===== src/rtl/mem_pkg.sv =====
// Shared definitions for the store path: width codes, their byte sizes,
// and the beat sequencer state encoding.
package mem_pkg;

  localparam logic [2:0] MW_NONE  = 3'b000;
  localparam logic [2:0] MW_D     = 3'b001;
  localparam logic [2:0] MW_W     = 3'b010;
  localparam logic [2:0] MW_H     = 3'b011;
  localparam logic [2:0] MW_B     = 3'b100;
  localparam logic [2:0] MW_W_ALT = 3'b101;
  localparam logic [2:0] MW_H_ALT = 3'b110;
  localparam logic [2:0] MW_B_ALT = 3'b111;

  typedef enum logic [1:0] {IDLE, BEAT0, BEAT1} sq_state_e;

  // Store size in bytes for a width code; 0 for "no store".
  function automatic logic [3:0] width_bytes(input logic [2:0] code);
    case (code)
      MW_D:             width_bytes = 4'd8;
      MW_W, MW_W_ALT:   width_bytes = 4'd4;
      MW_H, MW_H_ALT:   width_bytes = 4'd2;
      MW_B, MW_B_ALT:   width_bytes = 4'd1;
      default:          width_bytes = 4'd0;
    endcase
  endfunction

endpackage


===== src/rtl/store_align_queue_if.sv =====
// Request and memory-beat channels of the store alignment queue.
// master = store issue / memory environment, slave = the queue itself.
interface store_align_queue_if #(
  parameter int DATA_W = 64,
  parameter int ADDR_W = 64
);
  localparam int NB = DATA_W / 8;

  logic              req_valid;
  logic              req_ready;
  logic [2:0]        req_width;
  logic [ADDR_W-1:0] req_addr;
  logic [DATA_W-1:0] req_data;

  logic              mem_valid;
  logic              mem_ready;
  logic [ADDR_W-1:0] mem_addr;
  logic [DATA_W-1:0] mem_wdata;
  logic [NB-1:0]     mem_mask;

  modport master (
    output req_valid, req_width, req_addr, req_data, mem_ready,
    input  req_ready, mem_valid, mem_addr, mem_wdata, mem_mask
  );

  modport slave (
    input  req_valid, req_width, req_addr, req_data, mem_ready,
    output req_ready, mem_valid, mem_addr, mem_wdata, mem_mask
  );

endinterface


===== src/rtl/sync_fifo.sv =====
// Single-clock FIFO with an extra pointer bit to tell full from empty.
// Head is read combinationally; clr empties the queue and drops a
// same-cycle push.
module sync_fifo #(
  parameter int WIDTH = 8,
  parameter int DEPTH = 4
) (
  input  logic             clk,
  input  logic             rstn,
  input  logic             clr,
  input  logic             push,
  input  logic [WIDTH-1:0] wdata,
  input  logic             pop,
  output logic [WIDTH-1:0] rdata,
  output logic             empty,
  output logic             full
);
  localparam int AW = $clog2(DEPTH);

  logic [WIDTH-1:0] mem [DEPTH];
  logic [AW:0]      wr_ptr;
  logic [AW:0]      rd_ptr;

  assign empty = (wr_ptr == rd_ptr);
  assign full  = (wr_ptr[AW] != rd_ptr[AW]) && (wr_ptr[AW-1:0] == rd_ptr[AW-1:0]);
  assign rdata = mem[rd_ptr[AW-1:0]];

  // Pointer update; clear wins over push and pop.
  always_ff @(posedge clk or negedge rstn) begin
    if (!rstn) begin
      wr_ptr <= '0;
      rd_ptr <= '0;
    end else if (clr) begin
      wr_ptr <= '0;
      rd_ptr <= '0;
    end else begin
      if (push && !full) wr_ptr <= wr_ptr + 1'b1;
      if (pop && !empty) rd_ptr <= rd_ptr + 1'b1;
    end
  end

  // Storage write; contents need no reset since pointers gate visibility.
  always_ff @(posedge clk) begin
    if (push && !full && !clr) mem[wr_ptr[AW-1:0]] <= wdata;
  end

endmodule


===== src/rtl/store_align_queue.sv =====
// Store alignment queue: buffers store requests and turns each into one
// or two NB-aligned write beats with byte mask and lane-shifted data.
module store_align_queue
  import mem_pkg::*;
#(
  parameter int DATA_W         = 64,
  parameter int ADDR_W         = 64,
  parameter int DEPTH          = 4,
  parameter int ALLOW_MISALIGN = 1
) (
  input  logic                clk,
  input  logic                rstn,
  input  logic                flush,
  store_align_queue_if.slave  bus,
  output logic                misalign_err,
  output logic                busy
);
  localparam int NB   = DATA_W / 8;
  localparam int OFFW = $clog2(NB);
  localparam int FW   = 3 + ADDR_W + DATA_W;

  // Lane mask spanning two bus words; upper half is the second beat.
  function automatic logic [2*NB-1:0] lane_mask(input logic [3:0] size,
                                                input logic [OFFW-1:0] off);
    logic [2*NB-1:0] ones;
    ones = ({{(2*NB-1){1'b0}}, 1'b1} << size) - 1'b1;
    return ones << off;
  endfunction

  // Data shifted into lanes across two bus words; upper half is the second beat.
  function automatic logic [2*DATA_W-1:0] lane_data(input logic [DATA_W-1:0] data,
                                                    input logic [OFFW-1:0]   off);
    return {{DATA_W{1'b0}}, data} << {off, 3'b000};
  endfunction

  logic              fifo_empty, fifo_full, push, pop;
  logic [FW-1:0]     head;
  logic [2:0]        h_code;
  logic [ADDR_W-1:0] h_addr, h_base;
  logic [DATA_W-1:0] h_data;
  logic [3:0]        h_size;
  logic [OFFW-1:0]   h_off;
  logic [4:0]        h_end;
  logic              h_cross, h_illegal, h_err;
  logic [2*NB-1:0]   h_mask_w;
  logic [2*DATA_W-1:0] h_data_w;

  sq_state_e         state, state_d;
  logic              cur_split, beat_done, free, load, to_beat1, err_d;
  logic [NB-1:0]     hi_mask;
  logic [DATA_W-1:0] hi_wdata;

  assign bus.req_ready = !fifo_full;
  assign push          = bus.req_valid && !fifo_full;

  sync_fifo #(.WIDTH(FW), .DEPTH(DEPTH)) u_fifo (
    .clk   (clk),
    .rstn  (rstn),
    .clr   (flush),
    .push  (push),
    .wdata ({bus.req_width, bus.req_addr, bus.req_data}),
    .pop   (pop),
    .rdata (head),
    .empty (fifo_empty),
    .full  (fifo_full)
  );

  assign h_code    = head[FW-1 -: 3];
  assign h_addr    = head[DATA_W +: ADDR_W];
  assign h_data    = head[DATA_W-1:0];
  assign h_size    = width_bytes(h_code);
  assign h_off     = h_addr[OFFW-1:0];
  assign h_base    = {h_addr[ADDR_W-1:OFFW], {OFFW{1'b0}}};
  assign h_end     = {{(5-OFFW){1'b0}}, h_off} + {1'b0, h_size};
  assign h_cross   = h_end > 5'(NB);
  // A doubleword cannot fit a 32-bit bus at all; a crossing store is only
  // legal when splitting is enabled.
  assign h_illegal = (h_code == MW_NONE) || (h_code == MW_D && NB == 4) ||
                     (h_cross && ALLOW_MISALIGN == 0);
  assign h_err     = h_illegal && (h_code != MW_NONE);
  assign h_mask_w  = lane_mask(h_size, h_off);
  assign h_data_w  = lane_data(h_data, h_off);

  assign bus.mem_valid = (state != IDLE);
  assign beat_done     = bus.mem_valid && bus.mem_ready;
  assign busy          = !fifo_empty || (state != IDLE);

  // Next-state: advance to the second beat of a split, otherwise take the
  // next head (loading or dropping it) as soon as the output is free.
  always_comb begin
    state_d  = state;
    free     = 1'b0;
    pop      = 1'b0;
    load     = 1'b0;
    to_beat1 = 1'b0;
    err_d    = 1'b0;
    case (state)
      IDLE:  free = 1'b1;
      BEAT0: if (beat_done) begin
               if (cur_split) begin
                 to_beat1 = 1'b1;
                 state_d  = BEAT1;
               end else begin
                 free = 1'b1;
               end
             end
      BEAT1: if (beat_done) free = 1'b1;
      default: free = 1'b1;
    endcase
    if (free) begin
      state_d = IDLE;
      if (!fifo_empty && !flush) begin
        pop = 1'b1;
        if (h_illegal) begin
          err_d = h_err;
        end else begin
          load    = 1'b1;
          state_d = BEAT0;
        end
      end
    end
  end

  // State register, split flag and registered error pulse.
  always_ff @(posedge clk or negedge rstn) begin
    if (!rstn) begin
      state        <= IDLE;
      cur_split    <= 1'b0;
      misalign_err <= 1'b0;
    end else begin
      state        <= state_d;
      misalign_err <= err_d;
      if (load) cur_split <= h_cross;
    end
  end

  // Output beat register: first beat on load, second beat from held upper halves.
  always_ff @(posedge clk or negedge rstn) begin
    if (!rstn) begin
      bus.mem_addr  <= '0;
      bus.mem_wdata <= '0;
      bus.mem_mask  <= '0;
    end else if (load) begin
      bus.mem_addr  <= h_base;
      bus.mem_wdata <= h_data_w[DATA_W-1:0];
      bus.mem_mask  <= h_mask_w[NB-1:0];
    end else if (to_beat1) begin
      bus.mem_addr  <= bus.mem_addr + ADDR_W'(NB);
      bus.mem_wdata <= hi_wdata;
      bus.mem_mask  <= hi_mask;
    end
  end

  // Second-beat payload captured alongside the first beat.
  always_ff @(posedge clk) begin
    if (load) begin
      hi_wdata <= h_data_w[2*DATA_W-1:DATA_W];
      hi_mask  <= h_mask_w[2*NB-1:NB];
    end
  end

endmodule


===== src/flat_wrapper.sv =====
// flat-port wrapper written by rule: the top's interface ports become plain ports
module store_align_queue_flat import mem_pkg::*;
#(
  parameter int DATA_W         = 64,
  parameter int ADDR_W         = 64,
  parameter int DEPTH          = 4,
  parameter int ALLOW_MISALIGN = 1
)
  (clk, rstn, flush, misalign_err, busy, bus_req_valid, bus_req_width, bus_req_addr, bus_req_data, bus_mem_ready, bus_req_ready, bus_mem_valid, bus_mem_addr, bus_mem_wdata, bus_mem_mask);
  store_align_queue_if #(.DATA_W(DATA_W), .ADDR_W(ADDR_W)) bus_i ();
  input  logic clk;
  input  logic rstn;
  input  logic flush;
  output logic misalign_err;
  output logic busy;
  input wire logic [$bits(bus_i.req_valid)-1:0] bus_req_valid;
  input wire logic [$bits(bus_i.req_width)-1:0] bus_req_width;
  input wire logic [$bits(bus_i.req_addr)-1:0] bus_req_addr;
  input wire logic [$bits(bus_i.req_data)-1:0] bus_req_data;
  input wire logic [$bits(bus_i.mem_ready)-1:0] bus_mem_ready;
  output wire logic [$bits(bus_i.req_ready)-1:0] bus_req_ready;
  output wire logic [$bits(bus_i.mem_valid)-1:0] bus_mem_valid;
  output wire logic [$bits(bus_i.mem_addr)-1:0] bus_mem_addr;
  output wire logic [$bits(bus_i.mem_wdata)-1:0] bus_mem_wdata;
  output wire logic [$bits(bus_i.mem_mask)-1:0] bus_mem_mask;
  assign bus_i.req_valid = bus_req_valid;
  assign bus_i.req_width = bus_req_width;
  assign bus_i.req_addr = bus_req_addr;
  assign bus_i.req_data = bus_req_data;
  assign bus_i.mem_ready = bus_mem_ready;
  assign bus_req_ready = bus_i.req_ready;
  assign bus_mem_valid = bus_i.mem_valid;
  assign bus_mem_addr = bus_i.mem_addr;
  assign bus_mem_wdata = bus_i.mem_wdata;
  assign bus_mem_mask = bus_i.mem_mask;
  store_align_queue #(.DATA_W(DATA_W), .ADDR_W(ADDR_W), .DEPTH(DEPTH), .ALLOW_MISALIGN(ALLOW_MISALIGN)) u_core (.clk(clk), .rstn(rstn), .flush(flush), .bus(bus_i), .misalign_err(misalign_err), .busy(busy));
endmodule

===== config.mk =====
export PLATFORM = sky130hd
export DESIGN_NAME = store_align_queue_flat
export DESIGN_NICKNAME = d
export VERILOG_FILES = /design/src/rtl/mem_pkg.sv /design/src/rtl/store_align_queue_if.sv /design/src/rtl/sync_fifo.sv /design/src/rtl/store_align_queue.sv /design/src/flat_wrapper.sv
export SDC_FILE = /design/constraint.sdc
export NUM_CORES = 1
export LEC_CHECK = 0
export CAP_MARGIN = 40
export CORE_ASPECT_RATIO = 1.4
export CORE_MARGIN = 3
export CORE_UTILIZATION = 40
export DETAILED_ROUTE_END_ITERATION = 7
export HOLD_SLACK_MARGIN = 0.15
export SLEW_MARGIN = 20
export SYNTH_ARGS = -nofsm -noshare
export SYNTH_HDL_FRONTEND = slang
export SYNTH_HIERARCHICAL = 1
export SYNTH_SLANG_ARGS = --single-unit
export TNS_END_PERCENT = 20

===== constraint.sdc =====
create_clock -name clk -period 10.92 [get_ports clk]
set_clock_uncertainty 0.05 [all_clocks]
set_input_delay 2.73 -clock clk [delete_from_list [all_inputs] [get_ports clk]]
set_output_delay 2.73 -clock clk [all_outputs]
set_load 0.01 [all_outputs]

* After elaboration in Yosys (flattened, before gate mapping)
Memories as Yosys holds them, arrays and structs flattened. Index checks and enable logic that the tools add are counted.
Storage, ports and cells: RAM bits 524, register bits after elaboration 218, bits of input ports 136, output and inout port bits 140, memories 1, word-level logic and storage cells 91
Operators by class: shift operators 3, multiplexer cells 34, add/sub/neg operators 5, reductions and logical operators 25, magnitude comparators 1, equal/unequal tests 12
Memory list:
- u_core.u_fifo.mem | depth 4, bits a word 131, read ports 1, clocked after memory_dff 0, write ports 1, RTL line sync_fifo.sv:20 | logic [WIDTH-1:0] mem [DEPTH];
Operator list (count):
- 2-to-1 mux 64 bit | 4
- << shifter 64 x 6 -> 128 bit | 1
- adder 64 x 4 -> 64 bit (second input constant) | 1
- 2-to-1 mux 1 bit | 17
- 2-to-1 mux 8 bit | 2
- one-hot mux 4 bit (4 select lines) | 1
- << shifter 1 x 4 -> 16 bit (first input constant) | 1
- << shifter 16 x 3 -> 16 bit | 1
- subtractor 16 x 1 -> 16 bit (second input constant) | 1
- nonzero test 2 bit | 7
- equality test 3 bit (second input constant) | 4
- 2-to-1 mux 3 bit | 4
- 2-to-1 mux 2 bit | 5
- logical AND 1 bit | 8
- adder 3 x 1 -> 3 bit (second input constant) | 2
- equality test 3 x 2 -> 1 bit (second input constant) | 2
- OR reduction 2 bit | 3
- adder 3 x 4 -> 5 bit | 1
- greater-than comparator 5 x 4 -> 1 bit (second input constant) | 1
- equality test 3 x 1 -> 1 bit (second input constant) | 1
- equality test 3 bit | 1
- zero test 1 bit | 3
- zero test 3 bit | 1
- AND reduction 3 bit | 1
- other kinds (7) | 7

* Logic depth before layout (Yosys ltp)
depth after elaboration 8, gate-level depth with buffers 16, mapped depth without buffers 11

* Modules after synthesis
Netlist, hierarchy kept.
By module, submodules not included:
- sync_fifo | area an instance 19439.9 µm², sequential area each 15885.2 µm², cells each 751, instances 1
- store_align_queue | area an instance 11462.2 µm², sequential area each 5325.1 µm², cells each 1265, instances 1

* Worst setup path after synthesis
OpenSTA, ideal clock, no wires.
path type in2reg, from input bus_req_valid, to memory u_core/u_fifo/mem[1][0] (netlist bit) (enable), data arrival time 6.237 ns, stages 3, path slack 4.126 ns, cell sequence nor2b_1 clkbuf_1 and4b_1
Between the ends: longest elaborated chain between the ends 5
RTL lines:
- start: declaration | RTL line flat_wrapper.sv:16 | input wire logic [$bits(bus_i.req_valid)-1:0] bus_req_valid;
- logical AND 1 bit | RTL line store_align_queue.sv:54 | assign push = bus.req_valid && !fifo_full;
- logical AND 1 bit (2 in a row) | RTL line sync_fifo.sv:44 | if (push && !full && !clr) mem[wr_ptr[AW-1:0]] <= wdata;
- 2-to-1 mux 1 bit | RTL line sync_fifo.sv:44
- 2-to-1 mux 1 bit (implied by the code) | RTL line sync_fifo.sv:44
- end: declaration | RTL line sync_fifo.sv:20
No other way between the ends.

* Worst setup path after layout
from register u_core.u_fifo.rd_ptr[1], to output bus_req_ready
Between the ends: longest elaborated chain between the ends 3
RTL lines:
- start: declaration | RTL line sync_fifo.sv:22 | logic [AW:0] rd_ptr;
- start signal: assignment | RTL line sync_fifo.sv:38 | if (pop && !empty) rd_ptr <= rd_ptr + 1'b1;
- equality test 2 bit | RTL line sync_fifo.sv:25 | assign full = (wr_ptr[AW] != rd_ptr[AW]) && (wr_ptr[AW-1:0] == rd_ptr[AW-1:0]);
- logical AND 1 bit | RTL line sync_fifo.sv:25
- named net u_core.fifo_full | RTL line store_align_queue.sv:36 | logic fifo_empty, fifo_full, push, pop;
- zero test 1 bit | RTL line store_align_queue.sv:53 | assign bus.req_ready = !fifo_full;
- end: declaration | RTL line flat_wrapper.sv:21 | output wire logic [$bits(bus_i.req_ready)-1:0] bus_req_ready;
The timed path passes the listed nets, and every way through them passes these cells.

==> flow_summary.json <==
{
  "port_buffers": 271,
  "synth_area_mm2": 0.0309,
  "p_per_area_mw_per_mm2": 232,
  "clock_path_buffers": 3,
  "yosysWarningCount": 6,
  "nets": 2436,
  "fill_cells": 6523,
  "drive_gt1_frac": 0.148,
  "first_iter_violations": 1682,
  "via_count": 18800,
  "area_delta_synth_final_pct": 21.1,
  "insertion_delay_ns": 0.63,
  "postCtsSetupBuffers": 0,
  "cts_root_buffer": "clkbuf_16",
  "cts-resized-gates": 0,
  "grt_pass1_vias": 19100,
  "finalCritPeriodShare": 0.561,
  "end_kind": "output pin",
  "final_max_slew_viol_count": 0,
  "wl_met3_um": 6210,
  "seq_area_frac_synth": 0.686,
  "cts_tree": "built",
  "min_path_type": "flip-flop to flip-flop",
  "die_width_um": 241,
  "setup-tns-final_ns": 0,
  "avgSynthCellArea_um2": 15.3,
  "wl_met1_um": 33300,
  "final.min_clock_period_ns": 6.13,
  "slew_headroom": 0.418,
  "grt_overflow": 0,
  "htreeDepth": 3,
  "netlist_instances": 2016,
  "synthArstFlopShare": 0.195,
  "grt_antenna_before_repair": 8,
  "ant_nets": 0,
  "multi_input_area_mm2": 0.00909,
  "ir_drop_mv": 0.130,
  "ys_types": 65,
  "worst_pin_slew_ns": 0.870,
  "synth_top_flop_cell": "edfxtp_1",
  "grt_max_degree": 123,
  "cp_max_fo": 35,
  "routedWlPerCell_um": 27.1,
  "core-area_mm2": 0.0766,
  "dp.final_hpwl_um": 63200,
  "ys_ff_latch": 730,
  "drtPass1Iterations": 6,
  "hold_viol": 0,
  "drc": 0,
  "routed_wl_um": 90000,
  "initial_core_util": 0.404,
  "route.met2.wl_um": 46900,
  "critPathLaunchType": "flip-flop",
  "io_pins": 276,
  "rsz0062_at_grt": "false",
  "die_area_mm2": 0.0807,
  "worstPathRequired_ns": 8.14,
  "top_layer": "met5",
  "max_freq_ghz": 0.163,
  "layout_commonest_cell": "edfxtp_1",
  "status": "completed",
  "clkSlewWorstSetupHoldPaths_ns": 0.06,
  "layout_common_cells": "588 x edfxtp_1, 270 x clkdlybuf4s50_1, 189 x nand2_1, 140 x dfrtp_1, 133 x o21ai_0",
  "utilization": 0.489,
  "cts_buffers": 71,
  "critPathArrivalTime_ns": 3.35,
  "register_area_mm2": 0.0212,
  "finalSetupViolCount": 0,
  "gr-usage-all-layers": 0.223,
  "cts.sinks": 730,
  "rows": 120,
  "dieHeight_um": 335,
  "cap_viol_max_count": 0,
  "viasPerCell": 5.66,
  "synth_edf_count": 588,
  "grt_pass1_wl_um": 131000,
  "cts_hold_buf": 0,
  "leakagePower_nw": 12.7,
  "routabilityCongestion": 0.914,
  "path_class": "flip-flop to output pin"
}
routing by layer:
layer	track usage	vias to the layer above
met5	0	-
li1	-	8321
met4	0.0896	4
met3	0.0478	146
met2	0.393	719
met1	0.265	9609
registers in the layout, summed over array words and instances (netlist names):
register,count
u_core/bus.mem_addr,61
u_core/bus.mem_mask,8
u_core/bus.mem_wdata,64
u_core/cur_split,1
u_core/hi_mask,8
u_core/hi_wdata,56
u_core/state,2
u_core/u_fifo/mem,524
u_core/u_fifo/rd_ptr,3
u_core/u_fifo/wr_ptr,3
report_power, final:
group / internal [mW] / switching (mW) / total, mW
clock: 1.52 / 1.04 / 2.56
combinational: 1.04 / 1.25 / 2.29
sequential: 3.45 / 0.384 / 3.83
worst max-delay path, stage by stage, from the launching register on:
cell and delay (ns):
dfrtp_4 0.72, buf_16 0.27, buf_4 0.44, xnor2_1 0.31, nand3_1 0.29, inv_1 0.15, inv_1 0.04, clkdlybuf4s50_1 0.47
layout make-up:
class,count,area share
Multi-Input combinational cell,1139,0.243
Clock buffer,89,0.0518
Clock inverter,40,0.0129
Antenna cell,3,0.000201
Timing Repair Buffer,322,0.0903
Inverter,22,0.00234
Tap cell,976,0.0326
Sequential cell,730,0.567
through the flow:
stage | hold WS, ns | cells | power (mW) | cell area [um2] | worst slack, ns
2_1_floorplan | 0.436 | 2019 | 4.95 | 30900 | 4.13
3_3_place_gp | 0.438 | 3165 | 6.11 | 34500 | 4.87
3_5_place_dp | 0.443 | 3179 | 6.15 | 34800 | 4.94
4_1_cts | 0.457 | 3308 | 8.74 | 37200 | 4.53
5_1_grt | 0.475 | 3319 | 9.06 | 37400 | 4.57
6_report | 0.454 | 3321 | 8.68 | 37400 | 4.79
cells in the mapped netlist (34+ instances only):
cell        n  area (um2)
mux2_2     35         394
nor2_1    114         428
mux4_2    131        2950
nand3_1    43         215
mux2i_1    62         621
o21ai_0   133         666
edfxtp_1  588       17700
nand2_1   189         709
a21oi_1    69         345
clkbuf_1   89         334
dfrtp_1   142        3550
xor2_1     34         298
path summary, 6_finish.rpt:
| kind | slack, ns | end | cells after the start | startpoint |
|---|---|---|---|---|
| max reg2reg | 5.51 | u_core/bus.mem_mask[4]$_DFFE_PN0P_ | 14 | u_core/u_fifo/rd_ptr[1]$_DFFE_PN0P_ |
| min reg2reg | 0.45 | u_core/bus.mem_wdata[10]$_DFFE_PN0P_ | 1 | u_core/bus.mem_wdata[10]$_DFFE_PN0P_ |
| max | 4.79 | bus_req_ready | 7 | u_core/u_fifo/rd_ptr[1]$_DFFE_PN0P_ |
| min in group asynchronous | 1.99 | u_core/u_fifo/wr_ptr[0]$_DFFE_PN0P_ | 1 | rstn |
| max in group asynchronous | 7.81 | u_core/bus.mem_addr[12]$_DFFE_PN0P_ | 3 | rstn |
| min | 0.45 | u_core/bus.mem_wdata[10]$_DFFE_PN0P_ | 1 | u_core/bus.mem_wdata[10]$_DFFE_PN0P_ |
cell families after synthesis:
| kind of cell | count (synthesis) | share of synthesized area |
|---|---|---|
| flops | 730 | 0.686 |
| simple gates | 493 | 0.0754 |
| compound gates | 333 | 0.0638 |
| mux | 228 | 0.128 |
| buf+inv | 150 | 0.0203 |
| xor+xnor | 67 | 0.0197 |
| fa+ha+maj | 14 | 0.00591 |
| other cells | 1 | 0.000121 |
(Power assumes the default switching activity.)
